<file path="src/rtl/mult_arbiter.sv">
// ============================================================================
//  Module      : mult_arbiter (with helper mult3x3)
//  Description : Two-requester arbiter sharing one 3x3 unsigned array
//                multiplier. A grant captures the winner's operands, the
//                product is registered one cycle later and held until it is
//                acknowledged.
//  Revision    : 1.0 - initial release
// ============================================================================
`default_nettype none

// ----------------------------------------------------------------------------
// 3x3 combinational array multiplier: sum of AND-gated, shifted operand rows.
// ----------------------------------------------------------------------------
module mult3x3 (
    input  logic [2:0] a,
    input  logic [2:0] b,
    output logic [5:0] prod
);

    logic [2:0] row0;
    logic [2:0] row1;
    logic [2:0] row2;

    // Partial-product rows and their shifted sum.
    always_comb begin
        row0 = a & {3{b[0]}};
        row1 = a & {3{b[1]}};
        row2 = a & {3{b[2]}};
        prod = {3'b000, row0} + {2'b00, row1, 1'b0} + {1'b0, row2, 2'b00};
    end

endmodule

// ----------------------------------------------------------------------------
// Arbiter top level.
// ----------------------------------------------------------------------------
module mult_arbiter #(
    parameter int FAIR = 1
) (
    input  logic       clk,
    input  logic       rst_n,
    input  logic       req0,
    input  logic [2:0] a0,
    input  logic [2:0] b0,
    output logic       gnt0,
    input  logic       req1,
    input  logic [2:0] a1,
    input  logic [2:0] b1,
    output logic       gnt1,
    output logic [5:0] p,
    output logic       p_valid,
    output logic       p_id,
    input  logic       p_ack,
    output logic       busy
);

    typedef enum logic [1:0] {
        IDLE = 2'd0,
        MUL  = 2'd1,
        RESP = 2'd2
    } state_t;

    state_t     state;
    state_t     state_next;

    logic [2:0] op_a;
    logic [2:0] op_b;
    logic       sel;
    logic       last_served;
    logic       any_req;
    logic       winner;
    logic [5:0] product;

    // The multiplier only ever sees the captured operands, so input changes
    // after the grant cannot disturb the operation in flight.
    mult3x3 u_mult (
        .a    (op_a),
        .b    (op_b),
        .prod (product)
    );

    // Winner selection: a lone request wins; a tie goes to the requester not
    // served last (round-robin) or always to requester 0 (fixed priority).
    always_comb begin
        any_req = req0 | req1;
        if (req0 && req1) begin
            winner = (FAIR != 0) ? ~last_served : 1'b0;
        end else begin
            winner = req1;
        end
    end

    // State register.
    always_ff @(posedge clk or negedge rst_n) begin
        if (!rst_n) begin
            state <= IDLE;
        end else begin
            state <= state_next;
        end
    end

    // Next-state logic.
    always_comb begin
        state_next = state;
        case (state)
            IDLE:    if (any_req) state_next = MUL;
            MUL:     state_next = RESP;
            RESP:    if (p_ack) state_next = IDLE;
            default: state_next = IDLE;
        endcase
    end

    // Datapath and output registers: capture on grant, compute, then hold.
    always_ff @(posedge clk or negedge rst_n) begin
        if (!rst_n) begin
            op_a        <= 3'd0;
            op_b        <= 3'd0;
            sel         <= 1'b0;
            last_served <= 1'b1;
            gnt0        <= 1'b0;
            gnt1        <= 1'b0;
            p           <= 6'd0;
            p_valid     <= 1'b0;
            p_id        <= 1'b0;
        end else begin
            case (state)
                IDLE: begin
                    if (any_req) begin
                        op_a        <= winner ? a1 : a0;
                        op_b        <= winner ? b1 : b0;
                        sel         <= winner;
                        last_served <= winner;
                        gnt0        <= ~winner;
                        gnt1        <= winner;
                    end
                end
                MUL: begin
                    p       <= product;
                    p_id    <= sel;
                    p_valid <= 1'b1;
                    gnt0    <= 1'b0;
                    gnt1    <= 1'b0;
                end
                RESP: begin
                    if (p_ack) begin
                        p_valid <= 1'b0;
                    end
                end
                default: begin
                end
            endcase
        end
    end

    assign busy = (state != IDLE);

endmodule

`default_nettype wire

</file>
<file path="config.mk">
export PLATFORM = sky130hd
export DESIGN_NAME = mult_arbiter
export DESIGN_NICKNAME = d
export VERILOG_FILES = /design/src/rtl/mult_arbiter.sv
export SDC_FILE = /design/constraint.sdc
export NUM_CORES = 1
export LEC_CHECK = 0
export CORE_MARGIN = 4
export CORE_UTILIZATION = 30
export DETAILED_ROUTE_END_ITERATION = 16
export GPL_TIMING_DRIVEN = 0
export PLACE_DENSITY_LB_ADDON = 0.2
export SLEW_MARGIN = 10
export SYNTH_ARGS = -nofsm -noshare
export SYNTH_HDL_FRONTEND = slang
export SYNTH_SLANG_ARGS = --single-unit
</file>
<file path="constraint.sdc">
create_clock -name clk -period 2.75 [get_ports clk]
set_input_delay 0.4125 -clock clk [delete_from_list [all_inputs] [get_ports clk]]
set_output_delay 0.4125 -clock clk [all_outputs]
set_load 0.01 [all_outputs]
</file>
=== Yosys cells after proc, flatten, opt, wreduce, memory -nomap -nowiden ===
Cells that the tools add are included.

* Muxes and demuxes: 12
* $add $sub $neg: 2
* Reduce and logical (&&, ||, !) cells: 9
* Bitwise operators: 6
* Equality and inequality tests: 4

{| class="wikitable"
|+ Operators with widths
! operator !! count
|-
| $and A3 B3 Y3 || 3
|-
| $reduce_and A2 Y1 || 4
|-
| $add A6 B5 Y6 || 1
|-
| $mux W3 || 2
|-
| $pmux W1 S2 || 3
|-
| $pmux W2 S3 || 1
|-
| $reduce_bool A2 Y1 || 3
|-
| $add A3 B4 Y5 || 1
|-
| $mux W1 || 4
|-
| $mux W2 || 2
|-
| $ne A2 B2 Y1 const B || 2
|-
| $eq A2 B1 Y1 const B || 1
|-
| $eq A2 B2 Y1 const B || 1
|-
| $logic_not A2 Y1 || 1
|-
| $not A1 Y1 || 2
|-
| $logic_and A1 B1 Y1 || 1
|-
| $or A1 B1 Y1 || 1
|}

* Output and inout bits: 11
* Bits in registers: 20
* Logic and storage cells: 43

=== Depth between registers and ports, before layout ===
* Depth after elaboration: 5
* Depth in mapped cells: 10
* Depth with buffers taken out: 10

=== Cells and area by module ===
A second synthesis with hierarchy kept.

* Cell total of the unflattened synthesis: 99
* Area, all modules: 1063.5 um^2

{| class="wikitable"
|+ Modules (own cells, without submodules)
! module !! area each (um^2) !! cells each !! instances
|-
| mult_arbiter || 867.1 || 75 || 1
|-
| mult3x3 || 196.4 || 24 || 1
|}

=== Least setup slack after synthesis ===
No wires, ideal clock.

* Kind: register to register
* From: register op_b[0]
* To: register p[4]
* Period minus slack after synthesis: 2.109 ns
* Slack: 0.641 ns
* Data arrival time: 2.032 ns
* Stages on the path, launching flop included: 11
* Required time: 2.674 ns
* Setup time: 0.076 ns
* Cells stage by stage: dfrtp_1 > and2_1 > ha_1 > inv_1 > fa_1 > inv_1 > ha_1 > inv_1 > fa_1 > xor2_1 > o21ai_1

* Word-level cells in the longest chain between the ends: 3

{| class="wikitable"
|+ RTL lines
! what !! line !! RTL
|-
| start, declared || 67 || <nowiki>logic [2:0] op_b;</nowiki>
|-
| start signal, assigned || 130 || <nowiki>op_b <= winner ? b1 : b0;</nowiki>
|-
| $and A3 B3 Y3 || 26 || <nowiki>row0 = a & {3{b[0]}};</nowiki>
|-
| $add A3 B4 Y5 || 29 || <nowiki>prod = {3'b000, row0} + {2'b00, row1, 1'b0} + {1'b0, row2, 2'b00};</nowiki>
|-
| $add A6 B5 Y6 || 29 ||
|-
| end signal, assigned || 138 || <nowiki>p <= product;</nowiki>
|-
| end, declared || 50 || <nowiki>output logic [5:0] p,</nowiki>
|}

No other way between the ends.
A chain may end at the register's enable or synchronous reset.

=== Worst setup path in the final report ===
Same ends and word-level chain as after synthesis.

==> impl_metrics.ini <==
[grt]
overflow = 0
grt_pass1_vias = 840
grt_start_max_net_pins = 21
grt.total_usage = 0.109
grt_pass1_wl_mm = 3.66
antenna_found_initial = 0

[detailed_routing]
vias = 820
wirelength_mm = 2.11
met3_length_um = 113
first_iter_violations = 7
drc = 0
ant_nets = 0
highest_layer = met4
drt_pass1_iterations = 4
wl_met2_um = 992
wl_per_cell_um = 11.8
met1_length_um = 996
viasPerCell = 4.58

[cells_and_area]
final_nets = 158
post_route_cells_drive_above_1_share = 0.0827
n_fill_cell = 355
final_util = 0.416
diodes = 0
area_delta_synth_final_pct = 33.9

[timing]
finClkSkew_ps = 5.54
worst_pin_slew_ps = 889
drv_slew = 0
max_freq_ghz = 0.447
fin_crit_sh = 0.813
finalCriticalPeriod_ps = 2240
rsz0062_at_grt = false
fin_tns_setup_ps = 0
holdWs_ps = 403
hold_violations = 0
slew_headroom = 0.406
worst_slack_ps = 515
final-setup-viol-count = 0

[logic_synthesis]
syn-num-nets = 127
synth_edf_count = 0
ys.flop_type = dfrtp_1
syn_area_sq_um = 1050
ys_seq_elements = 20
ys_warn_count = 0
postSynthCellCount = 103
synthArstFlopShare = 1.00
avgSynthCellArea_sq_um = 10.2
yosysSeqAreaShare = 0.480
yosysUniqueCellTypes = 28

[floorplanning]
die_x_um = 67.1
std_cell_rows = 21
fp.dieH_um = 67.1
pin_count = 28
dieArea_sq_um = 4500
start_util = 0.311
core_sq_um = 3360

[worst_setup_path]
path_max_fanout = 4
crit_cells = 10
cp_data_required_time_ps = 2950
reg2reg_depth = 10
crit_family = adder cells
critPathMaxStageDelay_ps = 420
cp_common_cell = inv_1
crit_type = reg2reg
worst_setup_path_start_kind = flop
worstPathArrival_ps = 2430
cp_slowest_cell = dfrtp_1
path_buf_inv = 3
worstPathCellList = and2_1 -> ha_1 -> inv_1 -> fa_1 -> inv_1 -> ha_1 -> inv_1 -> fa_1 -> xor2_1 -> o21ai_1
worstSetupEndpointType = flop

[cts]
cts_made_buffers = 3
cts_resized = 0
clockRootBuffer = clkbuf_4
cts-hold-fix-buffers = 0
path_clk_slew_ps = 110
cts_tree = done
htree_num_levels = 1
postCtsSetupRepairBufs = 0
clk_latency_ps = 300
clockBufferDepth = 2
clock_sinks = 20

[placed_design]
place.gp.congestion = 0.740
port_buffers = 26
dp_hpwl_mm = 1.72
dpl_worst_slack_ps = 509

[outcome]
outcome = finished clean

[worst_hold_path]
holdPathStages = 2
hold_path.class = in2reg

[pwr]
power_w = 0.00138
vdd.ir_drop.worst_mv = 0.491
powerDensity_nw_per_um2 = 986
leakagePower_nw = 0.651

[job]
maxCapViolCount = 0
==> layout make-up <==
class | count | area [sq um] | share of cell area
buffer | 5 | 38.8 | 0.0277
clock buffer | 4 | 36.3 | 0.0259
inverter | 11 | 41.3 | 0.0295
multi-input combinational | 67 | 464 | 0.332
sequential | 20 | 502 | 0.358
tap | 46 | 57.6 | 0.0411
timing repair buffer | 26 | 260 | 0.186
==> state kept, by name, indices dropped and copies added (netlist names) <==
name / flops
last_served: 1
p: 6
op_a: 3
op_b: 3
p_id: 1
state: 2
gnt0: 1
p_valid: 1
sel: 1
gnt1: 1
==> logic make-up after synthesis <==
kind of cell	Yosys count	synth area share
XOR/XNOR	2	0.0167
AND/OR/NAND/NOR	35	0.154
buffers and inverters	16	0.0765
AO/OA/AOI/OAI	20	0.142
flip-flops	20	0.480
adder cells (fa/ha/maj)	7	0.0981
multiplexers	3	0.0323
==> metal layers <==
layer | GRT usage | up-vias
met5 | 0 | -
li1 | - | 408
met3 | 0.0388 | 2
met1 | 0.139 | 385
met2 | 0.174 | 25
met4 | 0.0228 | 0
==> cells in the mapped netlist, types with 2 or more instances <==
master   instances  share of area
buf_6            2          0.022
mux2_1           3          0.032
fa_1             2          0.038
and2_1           5          0.030
inv_1           10          0.036
a221o_1          6          0.057
ha_1             5          0.060
o21ai_1          4          0.019
dfrtp_1         19           0.45
nor3_1           6          0.029
xor2_1           2          0.017
a21oi_1          3          0.014
a21o_1           3          0.022
nor2_1           4          0.014
nand2_1         16          0.057
==> worst reg2reg max path: stages (launching register included) <==
cell and delay [ps]:
dfrtp_1 420, and2_1 170, ha_1 210, inv_1 70, fa_1 400, inv_1 70
ha_1 160, inv_1 50, fa_1 370, xor2_1 150, o21ai_1 70
==> per-stage QoR <==
| stage | instances | instance area [sq um] |
|---|---|---|
| 6_report | 179 | 1400 |
| 5_1_grt | 179 | 1400 |
| 4_1_cts | 179 | 1400 |
| 3_5_place_dp | 175 | 1360 |
| 3_3_place_gp | 175 | 1360 |
| 2_1_floorplan | 103 | 1050 |
==> report_power, final <==
part	internal, W	leakage [nW]	switching, W
Clock	0.0000807	0.0210	0.0000896
Sequential	0.000435	0.248	0.0000965
Combinational	0.000360	0.382	0.000318
==> placed cells by master, fill, tap and decap left out, types with 4 or more instances in the layout <==
cell type        synthesis  layout
and2_1                   5       5
dfrtp_1                 19      19
inv_1                   10      10
nand2_1                 16      16
a221o_1                  6       6
clkdlybuf4s50_1          0      26
nor2_1                   4       4
ha_1                     5       5
nor3_1                   6       6
o21ai_1                  4       4
==> final timing paths <==
kind / from / endpoint / slack [ps]
setup / recovery: op_b[0] / p[4] / 510
hold / removal: req0 / gnt0 / 400
setup reg to reg: op_b[0] / p[4] / 510
hold reg to reg: sel / sel / 480
max in group asynchronous: rst_n / gnt0 / 1600
min in group asynchronous: rst_n / p[1] / 600
No activity file was read; power rests on OpenSTA's default activity.
==> RTL change, RTL diff (same settings) <==
Reset style: synchronous (`rst_n`), changed in 2 clocked blocks.
--- a/src/rtl/mult_arbiter.sv
+++ b/src/rtl/mult_arbiter.sv
@@ -91,7 +91,7 @@
     end
 
     // State register.
-    always_ff @(posedge clk or negedge rst_n) begin
+    always_ff @(posedge clk) begin
         if (!rst_n) begin
             state <= IDLE;
         end else begin
@@ -111,7 +111,7 @@
     end
 
     // Datapath and output registers: capture on grant, compute, then hold.
-    always_ff @(posedge clk or negedge rst_n) begin
+    always_ff @(posedge clk) begin
         if (!rst_n) begin
             op_a        <= 3'd0;
             op_b        <= 3'd0;
Behaviour: differs if rst_n is asserted again (counterexample within 4 cycles, from zero or initial values and one cycle with rst_n low); with rst_n held inactive, the same outputs for 10 cycles.
==> RTL change against the unedited design <==
Die area rose by 1.8%; setup slack worse by 0.045 ns; routed wire length is 18% higher; largest cell class is now multi-input combinational cells; synthesized area increased by 2.0%; fmax is 2.0% lower; clock skew up 0.0057 ns; cell area up 2.0%; sequential cell count unchanged; highest routed layer unchanged.
Power is not compared: it rests on default switching activity, and its combinational part moved more than twofold at a synthesized area within 25%.
==> RTL change: results (changes against the unedited design) <==
* Leading register cell type out of synthesis: dfxtp_1 (was dfrtp_1)
* Post-Syn Nets at 147 (was 127)
* Share of cells above drive strength 1 at 0.1316 (was 0.08271)
* Slowest-stage cell, CP: fa_1 (was dfrtp_1)
* Antenna violations before repair at 0 (unchanged)
* CTS H-tree lvls at 1 (unchanged)
* GP Congestion at 0.7201 (was 0.7400)
* Status: complete, no violations (unchanged)
* Setup Buffers After CTS at 0 (unchanged)
* Via count at 955 (was 820)
* Antenna cells at 0 (unchanged)
* Vias in the first global route at 992 (was 840)
* Crit-path max FO at 4 (unchanged)
* Most instantiated cells after synthesis: dfxtp_1, nand2_1, nand4_1 (was dfrtp_1, nand2_1, inv_1)
* Iter 0 DRT Violations at 22 (was 7)
* Yosys warns at 0 (unchanged)
* Wire per inst at 12.57 um (was 11.81 um)
* Final nets at 177 (was 158)
* Max incr delay on CP at 0.44 ns (was 0.42 ns)
* Overall Global Routing Usage at 0.1206 (was 0.1086)
* IO Port Bufs at 25 (was 26)
* TritonCTS Buffers at 3 (unchanged)
* Clock Tree Buf Depth at 2 (unchanged)
* Largest net degree at the start of global routing at 13 (was 21)
* # resized after CTS at 0 (unchanged)
* First-pass GRT wire length at 4.291 mm (was 3.663 mm)
* Clk_skew at 0.01123 ns (was 0.005539 ns)
* Post-synth ARST share at 0 (was 1.000)
* VDD IR-drop max at 0.0003087 V
* DP Wirelength at 2.057 mm (was 1.720 mm)
* Yosys cell types at 33 (was 28)
* CTS clk-pin slew, worst paths at approximately 0.12 ns
* Root Buffer: clkbuf_4 (unchanged)
* Clk_lat worst skew at 0.29 ns
* Worst path arrival time at 2.51 ns (was 2.43 ns)
* Synth area leaders: dfxtp_1, nand4_1, ha_1, a21oi_1, nand2_1 (was dfrtp_1, ha_1, a221o_1, nand2_1, fa_1)
* Drt pass-1 iters at 4 (unchanged)
* Top flop regs: p x6, op_a x3, op_b x3 (unchanged)
* Slew @ Worst Pin at 0.4607 ns (was 0.8889 ns)
* Hold Path Class: in -> reg (unchanged)
* Seq/Total Area, Yosys at 0.3751 (was 0.4797)
* P_leak at approximately 0.53 nW
-- RTL change: cell count changes in the layout (fill, tap and decap cells not counted), moves of 5 or more --
cell | unedited run | this run
dfxtp_1 | 0 | 20
dfrtp_1 | 19 | 0
nor3_1 | 6 | 1
a221o_1 | 6 | 0
a21oi_1 | 3 | 11
nand4_1 | 0 | 12
a31oi_1 | 0 | 6
-- RTL change: power by group --
part / switching (mW) / internal, mW / total, mW
registers: 0.0186 / 0.312 / 0.331
logic: 0.0755 / 0.0767 / 0.152
clock network: 0.0868 / 0.147 / 0.234
-- RTL change: cells by family (layout without fill, tap and decap cells) --
| logic type | Yosys count | in the layout | share of synthesized area |
|---|---|---|---|
| xor gates and xnor gates | 2 | 2 | 0.01642 |
| buffers and inverters | 17 | 46 | 0.09260 |
| adders and majority gates | 7 | 7 | 0.09613 |
| AOI/OAI and AO/OA | 32 | 32 | 0.1841 |
| DFF | 20 | 20 | 0.3751 |
| and+or+nand+nor | 45 | 45 | 0.2356 |
-- RTL change: final timing paths --
path	depth (start not counted)	end	slack, ns	from
min	3	op_a[0]	0.42	req1
max reg2reg	11	p[4]	0.47	op_a[0]
max	11	p[4]	0.47	op_a[0]
min reg2reg	2	p[1]	0.47	p[1]
-- RTL change: layer usage --
layer,vias up,share of wire,track usage
met1,453,0.45,0.1447
met3,2,0.022,0.01997
met5,-,0,0
met2,7,0.52,0.2199
li1,493,-,-
met4,0,0.0048,0.03038
-- RTL change: layout make-up --
type,instances,area [sq um]
Inverter,9,33.78
Sequential cell,20,400.4
Clock inverter,1,30.03
Multi-Input combinational cell,86,568.0
Timing Repair Buffer,25,250.2
Fill cell,352,1962
Buffer,8,65.06
Clock buffer,3,22.52
Tap cell,46,57.56
-- RTL change: critical path: cells and delay by family (launching register included) --
kind,cells,cell delay (ns)
flip-flops,1,0.41
adder cells (fa/ha/maj),4,1.13
XOR/XNOR,1,0.16
buffers and inverters,3,0.18
AO/OA/AOI/OAI,1,0.13
AND/OR/NAND/NOR,2,0.22
-- RTL change: stage by stage --
stage / utilization / cell area (sq um) / worst slack (ns) / instances / power, mW
after floorplan: - / 1067 / 0.6615 / 123 / 0.4255
after global placement: 0.4057 / 1375 / 0.5077 / 194 / 0.4883
after detailed placement: 0.4057 / 1375 / 0.4613 / 194 / 0.4911
after CTS: 0.4212 / 1428 / 0.4413 / 198 / 0.7266
after global routing: 0.4212 / 1428 / 0.2804 / 198 / 0.7573
final: 0.4212 / 1428 / 0.4697 / 198 / 0.7170
